File: src/rtl/onehot_scan_decoder_if.sv
// Bus bundle for onehot_scan_decoder: control/address inputs and registered
// decode outputs. The master drives the controls, the slave is the decoder.
interface onehot_scan_decoder_if #(
  parameter int ADDR_W  = 3,
  parameter int DWELL_W = 8
);
  localparam int OUT_W = 1 << ADDR_W;

  logic               en;
  logic               mode;
  logic               load;
  logic [ADDR_W-1:0]  a;
  logic [DWELL_W-1:0] dwell;
  logic [OUT_W-1:0]   bcode;
  logic [ADDR_W-1:0]  idx;
  logic               wrap;

  modport master (
    output en, mode, load, a, dwell,
    input  bcode, idx, wrap
  );

  modport slave (
    input  en, mode, load, a, dwell,
    output bcode, idx, wrap
  );
endinterface

File: src/rtl/onehot_scan_decoder.sv
// Registered N-to-2^N one-hot decoder with enable and load, plus an optional
// auto-scan mode that steps the index at a programmable dwell rate.
// Optional feature macro: ONEHOT_SCAN_DECODER_SCAN_EN (SCAN state, dwell
// counter, wrap pulse). Without it, mode/dwell are ignored and wrap is 0.
module onehot_scan_decoder #(
  parameter int ADDR_W  = 3,
  parameter int DWELL_W = 8
) (
  input logic                  clk,
  input logic                  rst_n,
  onehot_scan_decoder_if.slave bus
);
  localparam int OUT_W = 1 << ADDR_W;

  typedef enum logic [1:0] {
    ST_IDLE   = 2'd0,
    ST_DIRECT = 2'd1,
    ST_SCAN   = 2'd2
  } state_e;

  // The operating state has no memory of its own: it is re-derived from
  // en/mode every cycle and selects what the coming edge does.
  state_e state;

  logic [ADDR_W-1:0] idx_q, idx_d;
  logic [OUT_W-1:0]  bcode_q, bcode_d;

`ifdef ONEHOT_SCAN_DECODER_SCAN_EN
  localparam logic [ADDR_W-1:0] IDX_MAX = '1;
  logic [DWELL_W-1:0] cnt_q, cnt_d;
  logic               wrap_q, wrap_d;
`endif

  // Decode the operating state for this cycle from en/mode.
  always_comb begin
    state = ST_IDLE;
    if (bus.en) begin
`ifdef ONEHOT_SCAN_DECODER_SCAN_EN
      state = bus.mode ? ST_SCAN : ST_DIRECT;
`else
      state = ST_DIRECT;
`endif
    end
  end

  // Next index / counter / wrap with priority load > scan advance > hold.
  always_comb begin
    idx_d = idx_q;
`ifdef ONEHOT_SCAN_DECODER_SCAN_EN
    cnt_d  = '0;
    wrap_d = 1'b0;
`endif
    if (bus.load) begin
      idx_d = bus.a;
    end
`ifdef ONEHOT_SCAN_DECODER_SCAN_EN
    else if (state == ST_SCAN) begin
      // Equality compare only: a counter already past a lowered dwell runs
      // through its natural overflow before it can match again.
      if (cnt_q == bus.dwell) begin
        idx_d  = idx_q + ADDR_W'(1);
        wrap_d = (idx_q == IDX_MAX);
      end else begin
        cnt_d = cnt_q + DWELL_W'(1);
      end
    end
`endif
  end

  // One-hot of the next index, or all-zero while disabled.
  always_comb begin
    bcode_d = '0;
    if (state != ST_IDLE) bcode_d[idx_d] = 1'b1;
  end

  // State registers; every output comes straight from a flop.
  always_ff @(posedge clk or negedge rst_n) begin
    if (!rst_n) begin
      idx_q   <= '0;
      bcode_q <= '0;
`ifdef ONEHOT_SCAN_DECODER_SCAN_EN
      cnt_q   <= '0;
      wrap_q  <= 1'b0;
`endif
    end else begin
      idx_q   <= idx_d;
      bcode_q <= bcode_d;
`ifdef ONEHOT_SCAN_DECODER_SCAN_EN
      cnt_q   <= cnt_d;
      wrap_q  <= wrap_d;
`endif
    end
  end

  assign bus.bcode = bcode_q;
  assign bus.idx   = idx_q;
`ifdef ONEHOT_SCAN_DECODER_SCAN_EN
  assign bus.wrap  = wrap_q;
`else
  assign bus.wrap  = 1'b0;
`endif
endmodule

File: src/flat_wrapper.sv
// flat-port wrapper written by rule: the top's interface ports become plain ports
module onehot_scan_decoder_flat 
#(
  parameter int ADDR_W  = 3,
  parameter int DWELL_W = 8
)
  (clk, rst_n, bus_en, bus_mode, bus_load, bus_a, bus_dwell, bus_bcode, bus_idx, bus_wrap);
  onehot_scan_decoder_if #(.ADDR_W(ADDR_W), .DWELL_W(DWELL_W)) bus_i ();
  input logic clk;
  input logic rst_n;
  input wire logic [$bits(bus_i.en)-1:0] bus_en;
  input wire logic [$bits(bus_i.mode)-1:0] bus_mode;
  input wire logic [$bits(bus_i.load)-1:0] bus_load;
  input wire logic [$bits(bus_i.a)-1:0] bus_a;
  input wire logic [$bits(bus_i.dwell)-1:0] bus_dwell;
  output wire logic [$bits(bus_i.bcode)-1:0] bus_bcode;
  output wire logic [$bits(bus_i.idx)-1:0] bus_idx;
  output wire logic [$bits(bus_i.wrap)-1:0] bus_wrap;
  assign bus_i.en = bus_en;
  assign bus_i.mode = bus_mode;
  assign bus_i.load = bus_load;
  assign bus_i.a = bus_a;
  assign bus_i.dwell = bus_dwell;
  assign bus_bcode = bus_i.bcode;
  assign bus_idx = bus_i.idx;
  assign bus_wrap = bus_i.wrap;
  onehot_scan_decoder #(.ADDR_W(ADDR_W), .DWELL_W(DWELL_W)) u_core (.clk(clk), .rst_n(rst_n), .bus(bus_i));
endmodule
File: config.mk
export PLATFORM = sky130hd
export DESIGN_NAME = onehot_scan_decoder_flat
export DESIGN_NICKNAME = d
export VERILOG_FILES = /design/src/rtl/onehot_scan_decoder_if.sv /design/src/rtl/onehot_scan_decoder.sv /design/src/flat_wrapper.sv
export SDC_FILE = /design/constraint.sdc
export NUM_CORES = 1
export LEC_CHECK = 0
export ABC_AREA = 1
export BUFFER_PORTS_ARGS = -buffer_cell sky130_fd_sc_hd__buf_2
export CAP_MARGIN = 20
export CORE_AREA = 2 2 39 41
export DETAILED_ROUTE_END_ITERATION = 6
export DIE_AREA = 0 0 41 43
export PLACE_DENSITY_LB_ADDON = 0.15
export SYNTH_ARGS = -nofsm -noshare
export SYNTH_HDL_FRONTEND = slang
export SYNTH_SLANG_ARGS = --single-unit
File: constraint.sdc
create_clock -name clk -period 1 [get_ports clk]
set_input_delay 0.1 -clock clk [delete_from_list [all_inputs] [get_ports clk]]
set_output_delay 0.1 -clock clk [all_outputs]
set_load 0.005 [all_outputs]
==> impl_metrics.tcl, run 1 <==
set metrics [dict create \
    finish.net_count 85 \
    synth_cell_types 10 \
    drtIter0Drc 2 \
    crit_family "flip-flops" \
    area_growth_pct 30.4 \
    cts_tree "built" \
    routed_wl_um 771 \
    layout-drive-gt1-share_pct 41.2 \
    yosysMostFrequentCell "nand2_1" \
    vias_per_cell 4.08 \
    r2r_end "u_core.bus.bcode[0]$_DFF_PN0_" \
    required_ps 900 \
    vias 343 \
    holdBufCountCts 1 \
    worstSetupPathType "reg2out" \
    synth_top_area_share_pct 62.5 \
    synth_async_sr_flop_share_pct 100 \
    gp_congestion 0.723 \
    peakVddDrop_mv 0.634 \
    yosys_warnings 0 \
    port_buffers 17 \
    arrival_ps 800 \
    crit_path_end "bus_idx[0]" \
    post_cts_buffers 0 \
    synth_fp_nets 63 \
    hold_violations 0 \
    clk_pin_slew_ps 70 \
    grt_pass1_vias 341 \
    yosysSeqAreaShare_pct 62.5 \
    cp-startpoint "u_core.bus.idx[0]$_DFF_PN0_" \
    p_per_area_mw_per_mm2 1550 \
    max_freq_mhz 1110 \
    rrSetupSlack_ps 200 \
    rsz0062_at_grt "no" \
    clk_latency_ps 260 \
    synth_compound_area_share_pct 0 \
    antennaDiodeCount 0 \
    p_leak_nw 0.347 \
    cts.sinks 11 \
    drtPass1Iterations 4 \
    status "finished, final reports clean" \
    synth_edf_count 0 \
    cp_slowest_cell "dfrtp_1" \
    yosys.area_share.simple_pct 30.7 \
    synthCells 47 \
    slowest_delay_ps 400 \
    start_util_pct 31.8 \
    syn_area_um2 440 \
    crit_path_start_kind "register" \
    drc 0 \
    overflow 0 \
    tns_ps 0 \
    grt_pass1_wl_um 1280 \
    synth_xor_area_share_pct 0 \
    grt_usage_pct 11.4 \
    rr_startpoint "u_core.bus.idx[2]$_DFF_PN0_" \
    postSynthRegisterBits 11 \
    yosysTopAreaCell "dfrtp_1" \
    die_h_um 43 \
    fp-row-count 14 \
    grt_max_degree 12 \
    die_w_um 41 \
    rr_worst_depth 5 \
    synth_top_family_by_area "simple AND/OR/NAND/NOR gates" \
    wire_per_inst_um 9.18 \
    cap_violations 0 \
    hpwl_um 604 \
    slew_viol_final 0 \
    cts_made_buffers 3 \
    cp_num_buf_inv 1 \
    cts_htree_levels 1 \
    die_area_mm2 0.00176 \
    endpoint_kind "primary output" \
    syn_area_per_cell_um2 9.37 \
    synthAdderAreaFrac_pct 0 \
    synth_common_cells "14 x nand2_1, 11 x dfrtp_1, 8 x nor2_1" \
    clockBufferDepth 2 \
    cts_resized 0 \
    setup_viol 0 \
    ant_nets 0 \
    core_area_mm2 0.00138 \
    crit_fanout 2 \
    period_share_pct 90.3 \
    crit_chain "buf_2" \
    io-pin-count 28 \
    hold_slack_ps 95.4 \
    min_period_ps 903 \
    skew_ps 3.95 \
    synthMuxAreaShare_pct 0 \
    hp-class "in2reg" \
    clock-root-buffer "clkbuf_4" \
    grt_antenna_before_repair 0 \
    worstSetupPathDepth 1 \
    synthTopCellsByArea "dfrtp_1 63%, nand2_1 12%, nand2_2 7.1%" \
    synth_top_flop_cell "dfrtp_1" \
]
## cell usage in the layout, fill, tap and decap left out
master	instances
buf_2	17
nand2_1	14
dfrtp_1	11
nor2_1	8
nand2_2	5
inv_1	4
clkbuf_4	3
inv_2	1
nand2_4	1
nand3_2	1
conb_1	1
clkbuf_1	1
dlygate4sd3_1	1
## worst min path at each step
stage,start,endpoint,slack (ps),cells past startpoint
2_1_floorplan,rst_n,u_core.bus.bcode[0]$_DFF_PN0_,-200,0
3_3_place_gp,rst_n,u_core.bus.bcode[4]$_DFF_PN0_,-20,1
3_5_place_dp,rst_n,u_core.bus.bcode[4]$_DFF_PN0_,-20,1
4_1_cts,bus_a[1],u_core.bus.idx[1]$_DFF_PN0_,90,3
5_1_grt,bus_a[0],u_core.bus.idx[0]$_DFF_PN0_,100,3
6_report,bus_a[1],u_core.bus.idx[1]$_DFF_PN0_,100,3
## per-layer routing
metal | share of wire, % | GRT usage [%] | vias up
met5 | 0 | 0 | -
met4 | 1.0 | 8.00 | 0
met3 | 8.6 | 4.71 | 2
met2 | 46 | 15.3 | 13
met1 | 44 | 14.2 | 152
li1 | - | - | 176
## final cells by class
cell class / instances / area (um2)
Clock buffer: 4 / 26.3
Fill cell: 147 / 810
Inverter: 5 / 18.8
Multi-Input combinational cell: 30 / 139
Sequential cell: 11 / 275
Tap cell: 16 / 20.0
Timing Repair Buffer: 18 / 95.1
## cell families (layout without fill, tap and decap cells)
family,after synthesis,after routing
flops,11,11
buf+inv,6,27
other cells,1,1
simple gates,29,29
## power breakdown
part	internal [mW]	switching, mW
registers	0.466	0.0102
clock network	0.154	0.142
logic	0.0469	0.0716
total	0.667	0.224
## flip-flops by register name, indices dropped and copies added (netlist names)
name and cells:
u_core.bus.idx 3, u_core.bus.bcode 8
## through the flow
step | power (mW) | setup WS (ps) | cells | instance area, um2 | util [%]
global placement | 0.600 | 213 | 79 | 538 | 38.9
floorplan | 0.548 | 244 | 47 | 440 | -
global route | 0.952 | 64.7 | 84 | 574 | 41.5
CTS | 0.907 | 81.5 | 84 | 574 | 41.5
finish | 0.891 | 96.8 | 84 | 574 | 41.5
detailed placement | 0.602 | 212 | 79 | 538 | 38.9
(Power assumes the default switching activity.)
==> run 2: changes to the inputs <==
CELL_PAD_IN_SITES_DETAIL_PLACEMENT = 0   (was default)
CELL_PAD_IN_SITES_GLOBAL_PLACEMENT = 1   (was default)
CORE_AREA = default   (was 2 2 39 41)
CORE_MARGIN = 1   (was default)
CORE_UTILIZATION = 27   (was default)
DIE_AREA = default   (was 0 0 41 43)
SLEW_MARGIN = 5   (was default)
==> run 2 against run 1 <==
  * Final cell count stayed put
  * Sequential power barely moved
  * Routed wire length down 8.3%
  * Worst hold slack lost 8.3 ps
  * Critical path type unchanged
  * Highest routed layer is now met3
==> impl_metrics.tcl, run 2 (synthesis results as in run 1) <==
set metrics [dict create \
    status "finished, final reports clean" \
    hpwl_um 577 \
    rsz0062_at_grt "no" \
    rr_worst_depth 4 \
    max_freq_mhz 1090 \
    die_h_um 42.4 \
    start_util_pct 29.2 \
    fin_area_um2 576 \
    gp_congestion 0.678 \
    crit_chain "buf_2" \
    hp-start "bus_a[2]" \
    cap_violations 0 \
    worstSetupPathType "reg2out" \
    hold_violations 0 \
    clk_pin_slew_ps 70 \
    holdBufCountCts 1 \
    r2r_end "u_core.bus.bcode[3]$_DFF_PN0_" \
    cp_num_buf_inv 1 \
    clk_latency_ps 260 \
    rrSetupSlack_ps 200 \
    clock-root-buffer "clkbuf_4" \
    wl_met3_um 69 \
    vias_per_cell 3.90 \
    overflow 0 \
    post_cts_buffers 0 \
    stdcell_count 84 \
    core_area_mm2 0.00151 \
    wl_met1_um 343 \
    cp_slowest_cell "dfrtp_1" \
    wire_per_inst_um 8.42 \
    port_buffers 17 \
    crit_path_start_kind "register" \
    power.total_mw 0.886 \
    fp-row-count 14 \
    skew_ps 0.835 \
    drc 0 \
    grt_antenna_before_repair 0 \
    final_core_util_pct 38.2 \
    antennaDiodeCount 0 \
    min_period_ps 915 \
    ant_nets 0 \
    required_ps 900 \
    hold_depth 3 \
    arrival_ps 820 \
    top_layer "met3" \
    cts_made_buffers 3 \
    io-pin-count 28 \
    routed-wl-met2_um 294 \
    largest_reg_flops 8 \
    period_share_pct 91.5 \
    endpoint_kind "primary output" \
    mostFrequentLayoutCells "17 x buf_2, 14 x nand2_1, 11 x dfrtp_1" \
    cts_tree "built" \
    p_leak_nw 0.350 \
    hold_slack_ps 87.1 \
    placed_area_um2 538 \
    cts_htree_levels 1 \
    cts_resized 0 \
    grt_pass1_wl_um 1290 \
    rr_startpoint "u_core.bus.idx[0]$_DFF_PN0_" \
    layout-drive-gt1-share_pct 42.6 \
    slew_viol_final 0 \
    setup_viol 0 \
    tns_ps 0 \
    grt_max_degree 12 \
    drtPass1Iterations 1 \
    hold_path_end "u_core.bus.idx[2]$_DFF_PN0_" \
    final_common_cell "buf_2" \
    finish.net_count 85 \
    vias 328 \
    hp-class "in2reg" \
    cts.sinks 11 \
    grt_pass1_vias 298 \
    timing.final.ws_setup_ps 84.7 \
    routed_wl_um 707 \
    clockBufferDepth 2 \
    slowest_delay_ps 410 \
    crit_family "flip-flops" \
    drtIter0Drc 0 \
    p_per_area_mw_per_mm2 1540 \
    peakVddDrop_mv 0.571 \
    dp_cells 79 \
    die_w_um 42.4 \
    crit_fanout 2 \
    grt_usage_pct 10.1 \
    pre_cts_ws_ps 209 \
    area_growth_pct 30.7 \
    die_area_mm2 0.00180 \
]
run 2: cell types whose count changed in the layout (fill, tap and decap cells not counted):
cell / delta
clkbuf_1: -1
clkinv_2: +1
run 2: area by class of cell:
class                           count  area, um2
Clock inverter                      1       5.00
Clock buffer                        3       22.5
Tap cell                           16       20.0
Fill cell                         172        931
Inverter                            5       18.8
Sequential cell                    11        275
Timing Repair Buffer               18       95.1
Multi-Input combinational cell     30        139
run 2: worst max-delay path by stage:
stage / start / to / slack, ps / cells after the start
6_report: u_core.bus.idx[0]$_DFF_PN0_ / bus_idx[0] / 80 / 1
5_1_grt: u_core.bus.idx[0]$_DFF_PN0_ / bus_idx[0] / 50 / 1
4_1_cts: u_core.bus.idx[0]$_DFF_PN0_ / bus_idx[0] / 70 / 1
3_5_place_dp: u_core.bus.idx[2]$_DFF_PN0_ / u_core.bus.bcode[3]$_DFF_PN0_ / 210 / 5
3_3_place_gp: u_core.bus.idx[1]$_DFF_PN0_ / u_core.bus.bcode[4]$_DFF_PN0_ / 220 / 5
2_1_floorplan: u_core.bus.idx[0]$_DFF_PN0_ / u_core.bus.bcode[1]$_DFF_PN0_ / 240 / 4
run 2: worst register-to-register path, cell delays in order (launching register included):
cell and delay, ps:
dfrtp_1 410, nand2_4 90, nand2_2 50, nand2_2 80, nor2_1 50
run 2: power breakdown:
group / total (mW) / switching [mW] / internal (mW)
Combinational: 0.116 / 0.0691 / 0.0469
Sequential: 0.477 / 0.0111 / 0.466
Clock: 0.293 / 0.145 / 0.148
run 2: metal layers:
layer	global-route usage (%)	up-vias
li1	-	175
met1	14.0	135
met2	12.3	18
met3	5.17	0
met4	5.63	0
met5	0	-
==> run 3: changes to the inputs <==
CORE_MARGIN = default   (was 1)
GPL_TIMING_DRIVEN = 0   (was default)
REMOVE_ABC_BUFFERS = 1   (was default)
==> run 3 against run 2 <==
  * Register-to-register slack about the same
  * First-iteration DRC count up 3
  * Largest cell class unchanged
  * Fmax up 1.1%
  * Via count up 2.1%
  * Sequential cell count unchanged
==> impl_metrics.tcl, run 3 (synthesis results as in run 1) <==
set metrics [dict create \
    clk_pin_slew_ps 70 \
    largest_reg_flops 8 \
    drc 0 \
    slowest_delay_ps 410 \
    post_cts_buffers 0 \
    p_per_area_mw_per_mm2 1560 \
    drtPass1Iterations 2 \
    skew_ps 1.02 \
    vias_per_cell 3.99 \
    io-pin-count 28 \
    die_area_mm2 0.00180 \
    port_buffers 17 \
    dp_cells 79 \
    clk_latency_ps 260 \
    endpoint_kind "primary output" \
    fp-row-count 14 \
    grt_pass1_wl_um 1300 \
    cp_num_buf_inv 1 \
    worstSetupPathType "reg2out" \
    layout-drive-gt1-share_pct 41.2 \
    p_leak_nw 0.347 \
    mostFrequentLayoutCells "17 x buf_2, 14 x nand2_1, 11 x dfrtp_1" \
    holdBufCountCts 1 \
    hold_violations 0 \
    routed_wl_um 788 \
    clockBufferDepth 2 \
    grt_pass1_vias 310 \
    max_freq_mhz 1100 \
    drtIter0Drc 3 \
    stdcell_count 84 \
    wire_per_inst_um 9.38 \
    status "finished, final reports clean" \
    cts_htree_levels 1 \
    rsz0062_at_grt "no" \
    cap_violations 0 \
    start_util_pct 29.2 \
    antennaDiodeCount 0 \
    finish.net_count 85 \
    die_w_um 42.4 \
    tns_ps 0 \
    period_share_pct 90.6 \
    arrival_ps 810 \
    clock-root-buffer "clkbuf_4" \
    crit_family "flip-flops" \
    overflow 0 \
    die_h_um 42.4 \
    cts.sinks 11 \
    final_common_cell "buf_2" \
    slew_viol_final 0 \
    cts_made_buffers 3 \
    hpwl_um 615 \
    peakVddDrop_mv 0.496 \
    setup_viol 0 \
    crit_fanout 2 \
    required_ps 900 \
    min_period_ps 906 \
    grt_usage_pct 9.83 \
    grt_max_degree 12 \
    core_area_mm2 0.00151 \
    area_growth_pct 30.4 \
    ant_nets 0 \
    gp_congestion 0.660 \
    vias 335 \
    cts_resized 0 \
    cts_tree "built" \
    hp-class "in2reg" \
    grt_antenna_before_repair 0 \
    crit_path_start_kind "register" \
    cp_slowest_cell "dfrtp_1" \
    crit_chain "buf_2" \
]
## run 3: cell types whose count changed in the layout (fill, tap and decap cells not counted), sizes merged
cell	previous run	this run
clkbuf	3	4
clkinv	1	0
## run 3: final timing paths
| kind | start | end | slack [ps] | cells after the start |
|---|---|---|---|---|
| max reg2reg | u_core.bus.idx[0]$_DFF_PN0_ | u_core.bus.bcode[5]$_DFF_PN0_ | 200 | 4 |
| max | u_core.bus.idx[0]$_DFF_PN0_ | bus_idx[0] | 90 | 1 |
| min in group asynchronous | rst_n | u_core.bus.bcode[1]$_DFF_PN0_ | 220 | 2 |
| max in group asynchronous | rst_n | u_core.bus.idx[2]$_DFF_PN0_ | 580 | 2 |
| min reg2reg | u_core.bus.idx[1]$_DFF_PN0_ | u_core.bus.idx[1]$_DFF_PN0_ | 550 | 2 |
| min | bus_a[2] | u_core.bus.idx[2]$_DFF_PN0_ | 100 | 3 |
## run 3: cell type report
| class | count | area (um2) |
|---|---|---|
| Inverter | 5 | 18.8 |
| Multi-Input combinational cell | 30 | 139 |
| Fill cell | 169 | 932 |
| Clock buffer | 4 | 26.3 |
| Tap cell | 16 | 20.0 |
| Sequential cell | 11 | 275 |
| Timing Repair Buffer | 18 | 95.1 |
## run 3: power by group
part	total (mW)	internal, mW	switching [mW]
Combinational	0.117	0.0469	0.0706
Clock	0.303	0.154	0.149
Sequential	0.476	0.466	0.0108
## run 3: stage by stage
| step | worst slack (ps) | utilization [%] | hold WS, ps | power (mW) | area (um2) |
|---|---|---|---|---|---|
| after CTS | 83.5 | 38.1 | 92.4 | 0.910 | 574 |
| final | 94.3 | 38.1 | 96.9 | 0.897 | 574 |
| after global placement | 213 | 35.7 | -23.8 | 0.602 | 538 |
| after floorplan | 244 | - | -196 | 0.545 | 433 |
| after detailed placement | 205 | 35.7 | -19.0 | 0.603 | 538 |
| after global routing | 58.6 | 38.1 | 87.4 | 0.949 | 574 |
## run 3: metal layers
layer | vias up | share of wire [%] | GRT usage, % | routed length (um)
met1 | 140 | 45 | 12.7 | 355
li1 | 178 | - | - | -
met2 | 15 | 45 | 13.5 | 354
met3 | 2 | 8.9 | 4.31 | 70
met5 | - | 0 | 0 | 0
met4 | 0 | 1.0 | 5.63 | 8
